$ cat src/rtl/burst_tick_pkg.sv
// Shared types and constants for the burst tick controller and its 9-bit counter.
// The optional PWM output is enabled by defining BURST_TICK_CTRL_PWM_EN.
package burst_tick_pkg;

    localparam int PW = 9;
    localparam int BW = 8;
    localparam logic [PW-1:0] CNT_MAX = 9'd511;

    typedef enum logic [1:0] {
        ST_IDLE = 2'd0,
        ST_LOAD = 2'd1,
        ST_RUN  = 2'd2,
        ST_DONE = 2'd3
    } state_e;

    // Counting up from ~period_m1 reaches CNT_MAX after exactly period_m1+1 cycles.
    function automatic logic [PW-1:0] reload_val(input logic [PW-1:0] period_m1);
        return ~period_m1;
    endfunction

endpackage

$ cat src/rtl/cnt9_load.sv
// 9-bit loadable up-counter with terminal-count flag; load has priority over enable.
module cnt9_load
    import burst_tick_pkg::*;
(
    input  logic          clk,
    input  logic          rst,
    input  logic          ld,
    input  logic          en,
    input  logic [PW-1:0] d,
    output logic [PW-1:0] q,
    output logic          tc
);

    logic [PW-1:0] cnt_q;

    always_ff @(posedge clk) begin
        if (rst) begin
            cnt_q <= '0;
        end else if (ld) begin
            cnt_q <= d;
        end else if (en) begin
            cnt_q <= cnt_q + 1'b1;
        end
    end

    assign q  = cnt_q;
    assign tc = (cnt_q == CNT_MAX);

endmodule

$ cat src/rtl/burst_tick_ctrl.sv
// Burst tick controller: latches period/burst on start, sequences cnt9_load, emits tick/done.
// Defining BURST_TICK_CTRL_PWM_EN adds the duty input and pwm_out output.
module burst_tick_ctrl
    import burst_tick_pkg::*;
(
    input  logic          clk,
    input  logic          rst,
    input  logic          start,
    input  logic          stop,
    input  logic [PW-1:0] period_m1,
    input  logic [BW-1:0] burst_len,
`ifdef BURST_TICK_CTRL_PWM_EN
    input  logic [PW-1:0] duty,
`endif
    output logic          busy,
    output logic          tick,
    output logic          done,
    output logic [PW-1:0] cnt,
`ifdef BURST_TICK_CTRL_PWM_EN
    output logic          pwm_out,
`endif
    output logic [1:0]    dbg_state_o
);

    state_e        state_q, state_d;
    logic [PW-1:0] period_q, period_d;
    logic [BW-1:0] burst_q, burst_d;
    logic [BW-1:0] remaining_q, remaining_d;
    logic          cnt_ld, cnt_en, cnt_tc;
    logic          finite, last_tick;

    cnt9_load u_cnt (
        .clk (clk),
        .rst (rst),
        .ld  (cnt_ld),
        .en  (cnt_en),
        .d   (reload_val(period_q)),
        .q   (cnt),
        .tc  (cnt_tc)
    );

    assign finite    = (burst_q != '0);
    assign last_tick = cnt_tc && finite && (remaining_q == 8'd1);

    always_comb begin
        state_d     = state_q;
        period_d    = period_q;
        burst_d     = burst_q;
        remaining_d = remaining_q;
        cnt_ld      = 1'b0;
        cnt_en      = 1'b0;
        case (state_q)
            ST_IDLE: begin
                if (start && !stop) begin
                    period_d = period_m1;
                    burst_d  = burst_len;
                    state_d  = ST_LOAD;
                end
            end
            ST_LOAD: begin
                if (stop) begin
                    state_d = ST_IDLE;
                end else begin
                    cnt_ld      = 1'b1;
                    remaining_d = burst_q;
                    state_d     = ST_RUN;
                end
            end
            ST_RUN: begin
                // A stop wins over both reload and DONE; the counter simply freezes.
                if (stop) begin
                    state_d = ST_IDLE;
                end else if (cnt_tc) begin
                    if (finite && remaining_q != '0) begin
                        remaining_d = remaining_q - 1'b1;
                    end
                    if (last_tick) begin
                        state_d = ST_DONE;
                    end else begin
                        cnt_ld = 1'b1;
                    end
                end else begin
                    cnt_en = 1'b1;
                end
            end
            ST_DONE: begin
                state_d = ST_IDLE;
            end
            default: begin
                state_d = ST_IDLE;
            end
        endcase
    end

    always_ff @(posedge clk) begin
        if (rst) begin
            state_q     <= ST_IDLE;
            period_q    <= '0;
            burst_q     <= '0;
            remaining_q <= '0;
        end else begin
            state_q     <= state_d;
            period_q    <= period_d;
            burst_q     <= burst_d;
            remaining_q <= remaining_d;
        end
    end

    assign busy        = (state_q == ST_LOAD) || (state_q == ST_RUN);
    assign tick        = (state_q == ST_RUN) && cnt_tc;
    assign done        = (state_q == ST_DONE);
    assign dbg_state_o = state_q;

`ifdef BURST_TICK_CTRL_PWM_EN
    logic [PW-1:0] duty_q;
    logic [PW:0]   pwm_sum;

    always_ff @(posedge clk) begin
        if (rst) begin
            duty_q <= '0;
        end else if (state_q == ST_IDLE && start && !stop) begin
            duty_q <= duty;
        end
    end

    // High for the last duty_q cycles of each period, tc cycle included.
    assign pwm_sum = {1'b0, cnt} + {1'b0, duty_q};
    assign pwm_out = (state_q == ST_RUN) && (pwm_sum >= 10'd512);
`endif

endmodule

$ cat config.mk
export PLATFORM = sky130hd
export DESIGN_NAME = burst_tick_ctrl
export DESIGN_NICKNAME = d
export VERILOG_FILES = /design/src/rtl/burst_tick_pkg.sv /design/src/rtl/cnt9_load.sv /design/src/rtl/burst_tick_ctrl.sv
export SDC_FILE = /design/constraint.sdc
export NUM_CORES = 1
export LEC_CHECK = 0
export BUFFER_PORTS_ARGS = -buffer_cell sky130_fd_sc_hd__clkbuf_2
export CAP_MARGIN = 10
export CORE_AREA = 2 2 78 95
export CTS_CLUSTER_DIAMETER = 150
export CTS_CLUSTER_SIZE = 24
export DETAILED_ROUTE_END_ITERATION = 10
export DIE_AREA = 0 0 80 97
export HOLD_SLACK_MARGIN = 0.05
export PLACE_DENSITY = 0.42
export SYNTH_ARGS = -nofsm -noshare
export SYNTH_HDL_FRONTEND = slang
export SYNTH_SLANG_ARGS = --single-unit
$ cat constraint.sdc
create_clock -name clk -period 3.2 [get_ports clk]
set_clock_uncertainty 0.05 [all_clocks]
set_input_delay 0.48 -clock clk [delete_from_list [all_inputs] [get_ports clk]]
set_output_delay 0.48 -clock clk [all_outputs]
set_load 0.005 [all_outputs]
==> impl_metrics.yaml, run 1 <==
clocking:
  cts_tree: "built"
  clkTransAtPathRegs_ps: 80
  clkSinkCount: 36
  htreeDepth: 2
  ctsResizeCount: 0
  cts_root_buf: "clkbuf_8"
  cts_buffers: 5
  post-cts-setup-buffers: 0
  cts_max_path_buffers: 2
  clk_latency_ps: 290
  cts_hold_buf: 0
logic_synthesis:
  yosysSeqAreaShare: 0.3757
  synth_edf_count: 0
  yosys_warnings: 0
  netlist_area_um2: 1918
  yosysMostFrequentCell: "nand2_1"
  ys_async_sr_fraction: 0
  synthCells: 238
  synth_top_cells_by_count: "nand2_1 (46), dfxtp_1 (36), a21oi_1 (26)"
  yosysUniqueCellTypes: 47
  synth_top_area_share: 0.3757
  ys_seq_elements: 36
  avgSynthCellArea_um2: 8.059
  netlist_top_cells_area: "dfxtp_1 (38%), nand2_1 (9.0%), a21oi_1 (6.8%), ha_1 (6.5%), a211oi_1 (4.7%)"
  yosys.area.top_type: "dfxtp_1"
  syn_nets: 269
  synthFlopType: "dfxtp_1"
floorplan:
  rows: 33
  start_util: 0.2833
  die_h_um: 97
  dieArea_um2: 7760
  dieWidth_um: 80
  io_pins: 35
  core_area_um2: 6771
worst_setup_path:
  startpoint_type: "register"
  cp-end-kind: "register"
  critPathKind: "reg -> reg"
  arrival_ps: 2630
  cp_max_fo: 4
  crit_required_ps: 3340
timing:
  finalSetupViolations: 0
  fmax_mhz: 401.1
  fin_crit_sh: 0.7791
  fin_ws_ps: 706.8
  slew_viol_final: 0
  hold_violations: 0
  whs_ps: 357.0
  relSlewSlack: 0.3803
  max_slew.worst_pin.slew_ps: 906.1
  setup_tns_ps: 0
  rsz0062_at_grt: "false"
  min_period_ps: 2493
worst_hold_path:
  hold_path_class: "in -> reg"
routing:
  ant_nets: 0
  vias: 1784
  drt_iter0_markers: 106
  drt_wl_total_mm: 5.415
  drc: 0
  vias_per_cell: 4.983
  first_pass_iters: 4
  wire_per_inst_um: 15.13
place:
  io_buffers: 34
  place_area_um2: 2173
  dp_slack_ps: 753.7
  routabilityCongestion: 0.8315
  dp_hpwl_mm: 3.877
cells_and_area:
  fillCellCount: 751
  drive_above_1_share: 0.1882
  final_area_um2: 2261
  area_delta_synth_final_pct: 17.87
  insertedDiodeCount: 0
  fin_nets: 301
global_route:
  grt_use_total: 0.1452
  grt.overflow.total: 0
  grt_pass1_wl_mm: 8.880
  grt_pass1_vias: 1786
  antenna_found_initial: 0
  grt_max_degree: 36
outcome:
  status: "complete, no violations"
power:
  power.density_nw_per_um2: 437.0
  finalPower_w: 0.0009881
  max-vdd-ir-drop_uv: 190.2
  p_leak_nw: 0.8742
job:
  drv_cap: 0
state kept, by name, indices dropped and copies added, names as in the netlist:
register,count
u_cnt.q,9
remaining_q,8
burst_q,8
period_q,9
dbg_state_o,2
metrics by stage:
stage | util | instances
floorplan | - | 238
detailed placement | 0.3210 | 350
global placement | 0.3210 | 350
CTS | 0.3339 | 358
finish | 0.3339 | 358
global route | 0.3339 | 358
routing by layer:
layer,share of wire,vias up,GRT usage
li1,-,912,-
met5,0,-,0
met2,0.49,38,0.2417
met1,0.46,829,0.1843
met4,0.012,0,0.04694
met3,0.036,5,0.03078
cell families after synthesis:
family / after synthesis / synth area share
XOR/XNOR: 7 / 0.03196
AO/OA/AOI/OAI: 65 / 0.2322
flip-flops: 36 / 0.3757
multiplexers: 1 / 0.005219
AND/OR/NAND/NOR: 97 / 0.2459
buffers and inverters: 22 / 0.04370
adder cells (fa/ha/maj): 10 / 0.06523
path summary, 6_finish.rpt:
kind                                startpoint        endpoint  slack (ps)  cells after the start
worst max register to register  remaining_q[1]  dbg_state_o[0]         710                      6
worst min register to register     period_q[8]      u_cnt.q[8]         410                      1
worst max-delay path            remaining_q[1]  dbg_state_o[0]         710                      6
worst min-delay path              burst_len[3]      burst_q[3]         360                      3
where the power goes:
group	internal, W	switching [W]
logic	0.0000660	0.0000994
registers	0.000469	0.0000209
clock network	0.000152	0.000180
total	0.000687	0.000301
area by class of cell:
type                       count  area (um2)  share of cell area
clock buffer                   5       68.82             0.03044
tap                           87       108.9             0.04815
clock inverter                 3       18.77            0.008301
timing repair buffer          37       192.7             0.08522
sequential                    36       720.7              0.3188
inverter                      10       37.54             0.01660
multi-input combinational    180        1114              0.4925
critical path, stage by stage, from the launching register on:
cell,delay [ps]
dfxtp_1,330
inv_1,110
ha_1,150
or3b_2,460
a2111oi_0,790
o31ai_1,190
a221oi_1,300
cell usage in the layout (no fill, tap or decap), types with 2 or more instances in the layout:
| cell | netlist | routed |
|---|---|---|
| clkbuf_8 | 0 | 5 |
| o311ai_0 | 2 | 2 |
| a21oi_1 | 26 | 26 |
| a211oi_1 | 12 | 12 |
| ha_1 | 10 | 10 |
| and3_1 | 2 | 2 |
| buf_4 | 0 | 3 |
| and2_1 | 3 | 3 |
| and4_1 | 2 | 2 |
| nand2_1 | 46 | 46 |
| xnor2_1 | 6 | 6 |
| clkbuf_2 | 0 | 34 |
| nand3_1 | 3 | 3 |
| inv_1 | 9 | 9 |
| o31ai_1 | 4 | 4 |
| nand4_1 | 3 | 3 |
| nor3_1 | 6 | 6 |
| o311a_1 | 2 | 2 |
| dfxtp_1 | 36 | 36 |
| clkinv_2 | 0 | 2 |
| nor2_1 | 15 | 15 |
| nand2b_1 | 2 | 2 |
| a31oi_1 | 2 | 2 |
| o21ai_0 | 4 | 4 |
| o21ai_1 | 2 | 2 |
| nor2b_1 | 6 | 6 |
| nor4_1 | 2 | 2 |
Power figures use the tool's default switching activity.
==> inputs of run 2 (changes only) <==
ABC_AREA = 1   (was unset)
CORE_AREA = 2 2 79 96   (was 2 2 78 95)
DIE_AREA = 0 0 81 98   (was 0 0 80 97)
PLACE_DENSITY = 0.43   (was 0.42)
clock period = 2.1 ns   (was 3.2 ns; I/O delays follow)
==> run 2 against run 1 <==
Effect of this change: the flow now finishes with violations (setup timing); routed wire length is 3.5% lower; clock-buffer cell count is 1 higher; first-iteration DRC count is 39% lower; combinational power grew to 8.2 times the previous value; sequential share of layout area is 5.1 points lower; clock power is 85% higher; critical path type unchanged; largest cell class unchanged.
==> impl_metrics.yaml, run 2 <==
floorplan:
  rows: 34
  dieWidth_um: 81
  io_pins: 35
  start_util: 0.2789
  core_area_um2: 7062
  dieArea_um2: 7938
  die_h_um: 98
clocking:
  cts_tree: "built"
  htreeDepth: 2
  cts_buffers: 5
  cts_root_buf: "clkbuf_8"
  clkTransAtPathRegs_ps: 80
  clk_latency_ps: 290
  cts_hold_buf: 0
  cts_max_path_buffers: 2
  clkSinkCount: 36
logic_synthesis:
  yosysSeqAreaShare: 0.3659
  ys_async_sr_fraction: 0
  syn_nets: 312
  synthFlopType: "dfxtp_1"
  yosysUniqueCellTypes: 29
  yosysMostFrequentCell: "nand2_1"
  yosys.area.top_type: "dfxtp_1"
  synthCells: 281
  avgSynthCellArea_um2: 7.009
  yosys_warnings: 0
  ys_seq_elements: 36
  synth_edf_count: 0
  netlist_top_cells_area: "dfxtp_1 (37%), a21oi_1 (9.4%), nand2_1 (9.1%), o21ai_0 (8.9%), inv_1 (6.9%)"
  synth_top_area_share: 0.3659
  netlist_area_um2: 1969
  synth_top_cells_by_count: "nand2_1 (48), a21oi_1 (37), dfxtp_1 (36), inv_1 (36), o21ai_0 (35)"
timing:
  finalSetupViolations: 7
  hold_violations: 0
  rsz0062_at_grt: "true"
  max_slew.worst_pin.slew_ps: 548.3
  relSlewSlack: 0.6341
  slew_viol_final: 0
  fin_ws_ps: -53.93
  setup_tns_ps: -238.1
  fmax_mhz: 464.3
  fin_crit_sh: 1.026
  min_period_ps: 2154
routing:
  drt_wl_total_mm: 5.225
  drt_iter0_markers: 65
  ant_nets: 0
  vias_per_cell: 4.531
  first_pass_iters: 4
  wl_met1_mm: 2.349
  wl_met3_um: 160
  wire_per_inst_um: 12.01
  vias: 1971
  routed.top_layer: "met4"
  dr_wl_met2_mm: 2.615
  drc: 0
worst_setup_path:
  r2r_slack_ps: -50
  cp-end-kind: "register"
  critPathKind: "reg -> reg"
  crit-reg2reg-launch: "u_cnt.q[1]"
  crit_required_ps: 2230
  crit_path_max_incr_delay_ps: 360
  cpLargestDelayFamily: "simple AND/OR/NAND/NOR gates"
  startpoint_type: "register"
  crit_path_top_delay_cell: "dfxtp_4"
  cp-endpoint: "dbg_state_o[0]"
  critical_path_buf_inv_count: 3
  arrival_ps: 2280
  crit_start: "u_cnt.q[1]"
  cp.depth: 15
  reg2reg_depth: 15
  worstReg2RegEnd: "dbg_state_o[0]"
  path_cells: "ha_4 -> nand2_4 -> nor3_4 -> and2_4 -> inv_2 -> nor2_4 -> ha_4 -> nand2_2 -> nor2_2 -> nand3_2 -> buf_4 -> buf_6 -> nand2_2 -> nand2_4 -> o31a_1"
  cp_max_fo: 4
power:
  pwr-share-seq: 0.325
  max-vdd-ir-drop_uv: 357.4
  p_leak_nw: 1.208
  power.internal_w: 0.001749
  sw_frac_of_total: 0.4031
  power.density_nw_per_um2: 1077
  combPwrFrac: 0.464
  clkPwrFrac: 0.211
  p_switching_w: 0.001182
global_route:
  grt_use_total: 0.1415
  grt.overflow.total: 0
  antenna_found_initial: 0
  grt_pass1_wl_mm: 8.714
  grt_max_degree: 28
  grt_pass1_vias: 1840
cells_and_area:
  fin_nets: 375
  area_delta_synth_final_pct: 38.18
  drive_above_1_share: 0.3304
  final_common_cell: "nand2_1"
  insertedDiodeCount: 0
  final_area_um2: 2721
  final_cell_mix: "nand2_1 (40), a21oi_1 (36), dfxtp_1 (34), clkbuf_2 (34), inv_1 (33)"
outcome:
  violations: "setup timing"
  status: "finished with violations"
job:
  drv_cap: 0
place:
  dp_hpwl_mm: 3.963
  place_area_um2: 2436
  io_buffers: 34
  dp_slack_ps: -188.3
  routabilityCongestion: 0.8054
worst_hold_path:
  hold_path_class: "in -> reg"
  min-delay-start: "period_m1[4]"
==> run 2: cell types whose count changed after synthesis, sizes merged, moves of 8 or more <==
cell | previous run | this run
a211oi | 12 | 1
o21ai | 6 | 36
nor2 | 15 | 23
a21oi | 26 | 37
inv | 9 | 37
nand3 | 3 | 28
==> run 2: worst min path at each step <==
stage	to	slack (ps)	depth (start not counted)
global placement	period_q[8]	390	2
CTS	period_q[4]	240	3
finish	period_q[4]	250	3
floorplan	period_q[8]	370	2
global route	period_q[2]	250	3
detailed placement	period_q[3]	390	2
==> run 2: per-layer routing <==
layer / vias up / global-route usage
li1: 1048 / -
met1: 886 / 0.1726
met2: 30 / 0.2384
met3: 7 / 0.02865
met4: 0 / 0.05867
met5: - / 0
==> run 2: repair_timing <==
item,CTS,global route
pin swaps,0,3
setup endpoints to repair,20,20
resized for setup,14,29
cloned,0,1
hold endpoints to repair,0,0
setup buffers,2,3
==> run 2: area by class of cell <==
type | instances | area, um2
repair buffers | 64 | 430.4
clock buffers | 6 | 72.57
clock inverters | 2 | 35.03
fillers | 808 | 4340
well taps | 90 | 112.6
flip-flops and latches | 36 | 728.2
multi-input cells | 200 | 1201
inverters | 37 | 141.4
==> run 2: logic make-up (layout without fill, tap and decap cells) <==
group | Yosys count | after routing | share of synthesized area
compound gates | 77 | 77 | 0.2008
xor+xnor | 3 | 3 | 0.01334
fa+ha+maj | 10 | 10 | 0.06353
buf+inv | 46 | 109 | 0.09402
flops | 36 | 36 | 0.3659
simple gates | 109 | 110 | 0.2624
==> run 2: stage by stage <==
stage | hold slack, ps | instances | power [W] | util
floorplan | 373.7 | 281 | 0.001762 | -
global placement | 388.2 | 421 | 0.002209 | 0.3450
global route | 254.2 | 435 | 0.003199 | 0.3854
CTS | 240.4 | 431 | 0.002867 | 0.3673
detailed placement | 393.3 | 421 | 0.002205 | 0.3450
finish | 250.3 | 435 | 0.002931 | 0.3854
==> run 2: worst reg2reg max path, stage by stage (launching register included) <==
cell and delay [ps]:
dfxtp_4 360, ha_4 140, nand2_4 60, nor3_4 140, and2_4 180, inv_2 40
nor2_4 80, ha_4 150, nand2_2 50, nor2_2 90, nand3_2 100, buf_4 140
buf_6 100, nand2_2 60, nand2_4 60, o31a_1 240
==> run 2: power groups by stage <==
stage	logic, W	clock network (W)	registers, W
finish	0.00136	0.000617	0.000954
global route	0.00156	0.000668	0.000976
CTS	0.00127	0.000646	0.000953
detailed placement	0.00124	0	0.000968
global placement	0.00124	0	0.000966
floorplan	0.000793	0	0.000968
==> inputs of run 3 (changes only) <==
clock period = 1.83 ns   (was 2.1 ns; I/O delays follow)
==> run 3 against run 2 <==
Effect of this change: the run still ends with setup timing left; die area unchanged; clock-buffer cell count increased by 1; design area decreased by 1.7%; sequential share of layout area increased by 0.52 points; cell count decreased by 0.23%; first-iteration DRC count decreased by 28%; routed wire length increased by 4.1%; total power increased by 13%; clock power decreased by 6.3%; hold slack got worse by 93 ps; combinational power increased by 20%; register-to-register slack got worse by 200 ps.
==> impl_metrics.yaml, run 3 (same netlist as run 2, synthesis figures left out) <==
outcome:
  status: "finished with violations"
  violations: "setup timing"
cells_and_area:
  area_delta_synth_final_pct: 35.77
  fillCellCount: 796
  final_common_cell: "nand2_1"
  insertedDiodeCount: 0
  drive_above_1_share: 0.3110
  seqCellArea_um2: 729.5
  fin_nets: 374
  final_area_um2: 2674
  multi_input_area_um2: 1210
  final_cell_mix: "nand2_1 (41), inv_1 (34), clkbuf_2 (34)"
routing:
  drc: 0
  drt_iter0_markers: 47
  vias_per_cell: 4.636
  vias: 2012
  ant_nets: 0
  first_pass_iters: 4
  drt_wl_total_mm: 5.437
  wire_per_inst_um: 12.53
global_route:
  grt_pass1_wl_mm: 8.942
  antenna_found_initial: 0
  grt_use_total: 0.1459
  grt_max_degree: 24
  grt.overflow.total: 0
  grt_pass1_vias: 1922
clocking:
  clk_latency_ps: 290
  clkTransAtPathRegs_ps: 80
  cts_max_path_buffers: 2
  htreeDepth: 2
  cts_tree: "built"
  cts_root_buf: "clkbuf_8"
  cts_buffers: 5
  cts_hold_buf: 0
  clkSinkCount: 36
place:
  io_buffers: 34
  dp_hpwl_mm: 4.077
  routabilityCongestion: 0.7887
  place_area_um2: 2445
floorplan:
  dieWidth_um: 81
  rows: 34
  dieArea_um2: 7938
  io_pins: 35
  core_area_um2: 7062
  die_h_um: 98
  start_util: 0.2789
timing:
  hold_violations: 0
  rsz0062_at_grt: "true"
  setup_tns_ps: -4098
  slew_viol_final: 0
  finalSetupViolations: 20
  fin_ws_ps: -257.9
  fmax_mhz: 479.0
  relSlewSlack: 0.7485
  min_period_ps: 2088
  fin_crit_sh: 1.141
  max_slew.worst_pin.slew_ps: 374.3
worst_hold_path:
  hold_path_class: "in -> reg"
worst_setup_path:
  crit_required_ps: 2000
  r2r_slack_ps: -260
  critPathKind: "reg -> reg"
  arrival_ps: 2260
  cp_max_fo: 8
  startpoint_type: "register"
  cp-end-kind: "register"
job:
  drv_cap: 0
power:
  p_leak_nw: 1.193
  max-vdd-ir-drop_uv: 353.7
  power.density_nw_per_um2: 1234
-- run 3: worst paths after layout --
path                                  start           to  cells past startpoint
worst max-delay path             u_cnt.q[1]   u_cnt.q[4]                     15
worst min-delay path                    rst   u_cnt.q[1]                      2
worst max register to register   u_cnt.q[1]   u_cnt.q[4]                     15
worst min register to register  period_q[3]  period_q[3]                      2
-- run 3: critical path, stage by stage, from the launching register on --
cell     delay, ps
dfxtp_4        360
ha_4           160
nand2_4         80
nor3_4          40
and2_4         160
inv_2           60
nor2_4          40
ha_4           170
buf_4          130
nor2_4         200
o21ai_0        140
a21oi_1        170
nand2_2         60
nand2_1         60
nor2_1          40
nor2_1          90
-- run 3: through the flow --
step / hold WS, ps / instances / total power, W / worst slack, ps / util
5_1_grt: 152.5 / 434 / 0.003598 / -423.1 / 0.3786
3_5_place_dp: 390.5 / 423 / 0.002580 / -386.0 / 0.3462
3_3_place_gp: 393.0 / 423 / 0.002585 / -326.3 / 0.3462
2_1_floorplan: 373.7 / 281 / 0.002035 / -250.1 / -
4_1_cts: 159.1 / 434 / 0.003266 / -338.1 / 0.3694
6_report: 157.0 / 434 / 0.003299 / -257.9 / 0.3786
-- run 3: layout make-up --
cell class                 count  share of cell area
timing repair buffer          63              0.1479
sequential                    36              0.2728
clock buffer                   7             0.02854
tap                           90             0.04212
multi-input combinational    200              0.4525
inverter                      37             0.05288
clock inverter                 1            0.003276
-- run 3: per-layer routing --
layer,GRT usage,vias up,share of wire
li1,-,1049,-
met3,0.03142,5,0.037
met2,0.2594,41,0.53
met1,0.1721,917,0.43
met4,0.04302,0,0.010
met5,0,-,0
-- run 3: power by group --
group / internal, W / leakage (nW) / switching [W] / total, W
registers: 0.000970 / 0.296 / 0.000125 / 0.00109
clock network: 0.000273 / 0.0424 / 0.000306 / 0.000578
logic: 0.000678 / 0.855 / 0.000948 / 0.00163
total: 0.00192 / 1.19 / 0.00138 / 0.00330
-- run 3: what timing repair did --
action	in CTS	in global routing
buffers inserted	2	0
pin swaps	7	4
resized for setup	16	12
setup endpoints to repair	20	21
cloned	1	0
endpoints found under the hold margin	0	0
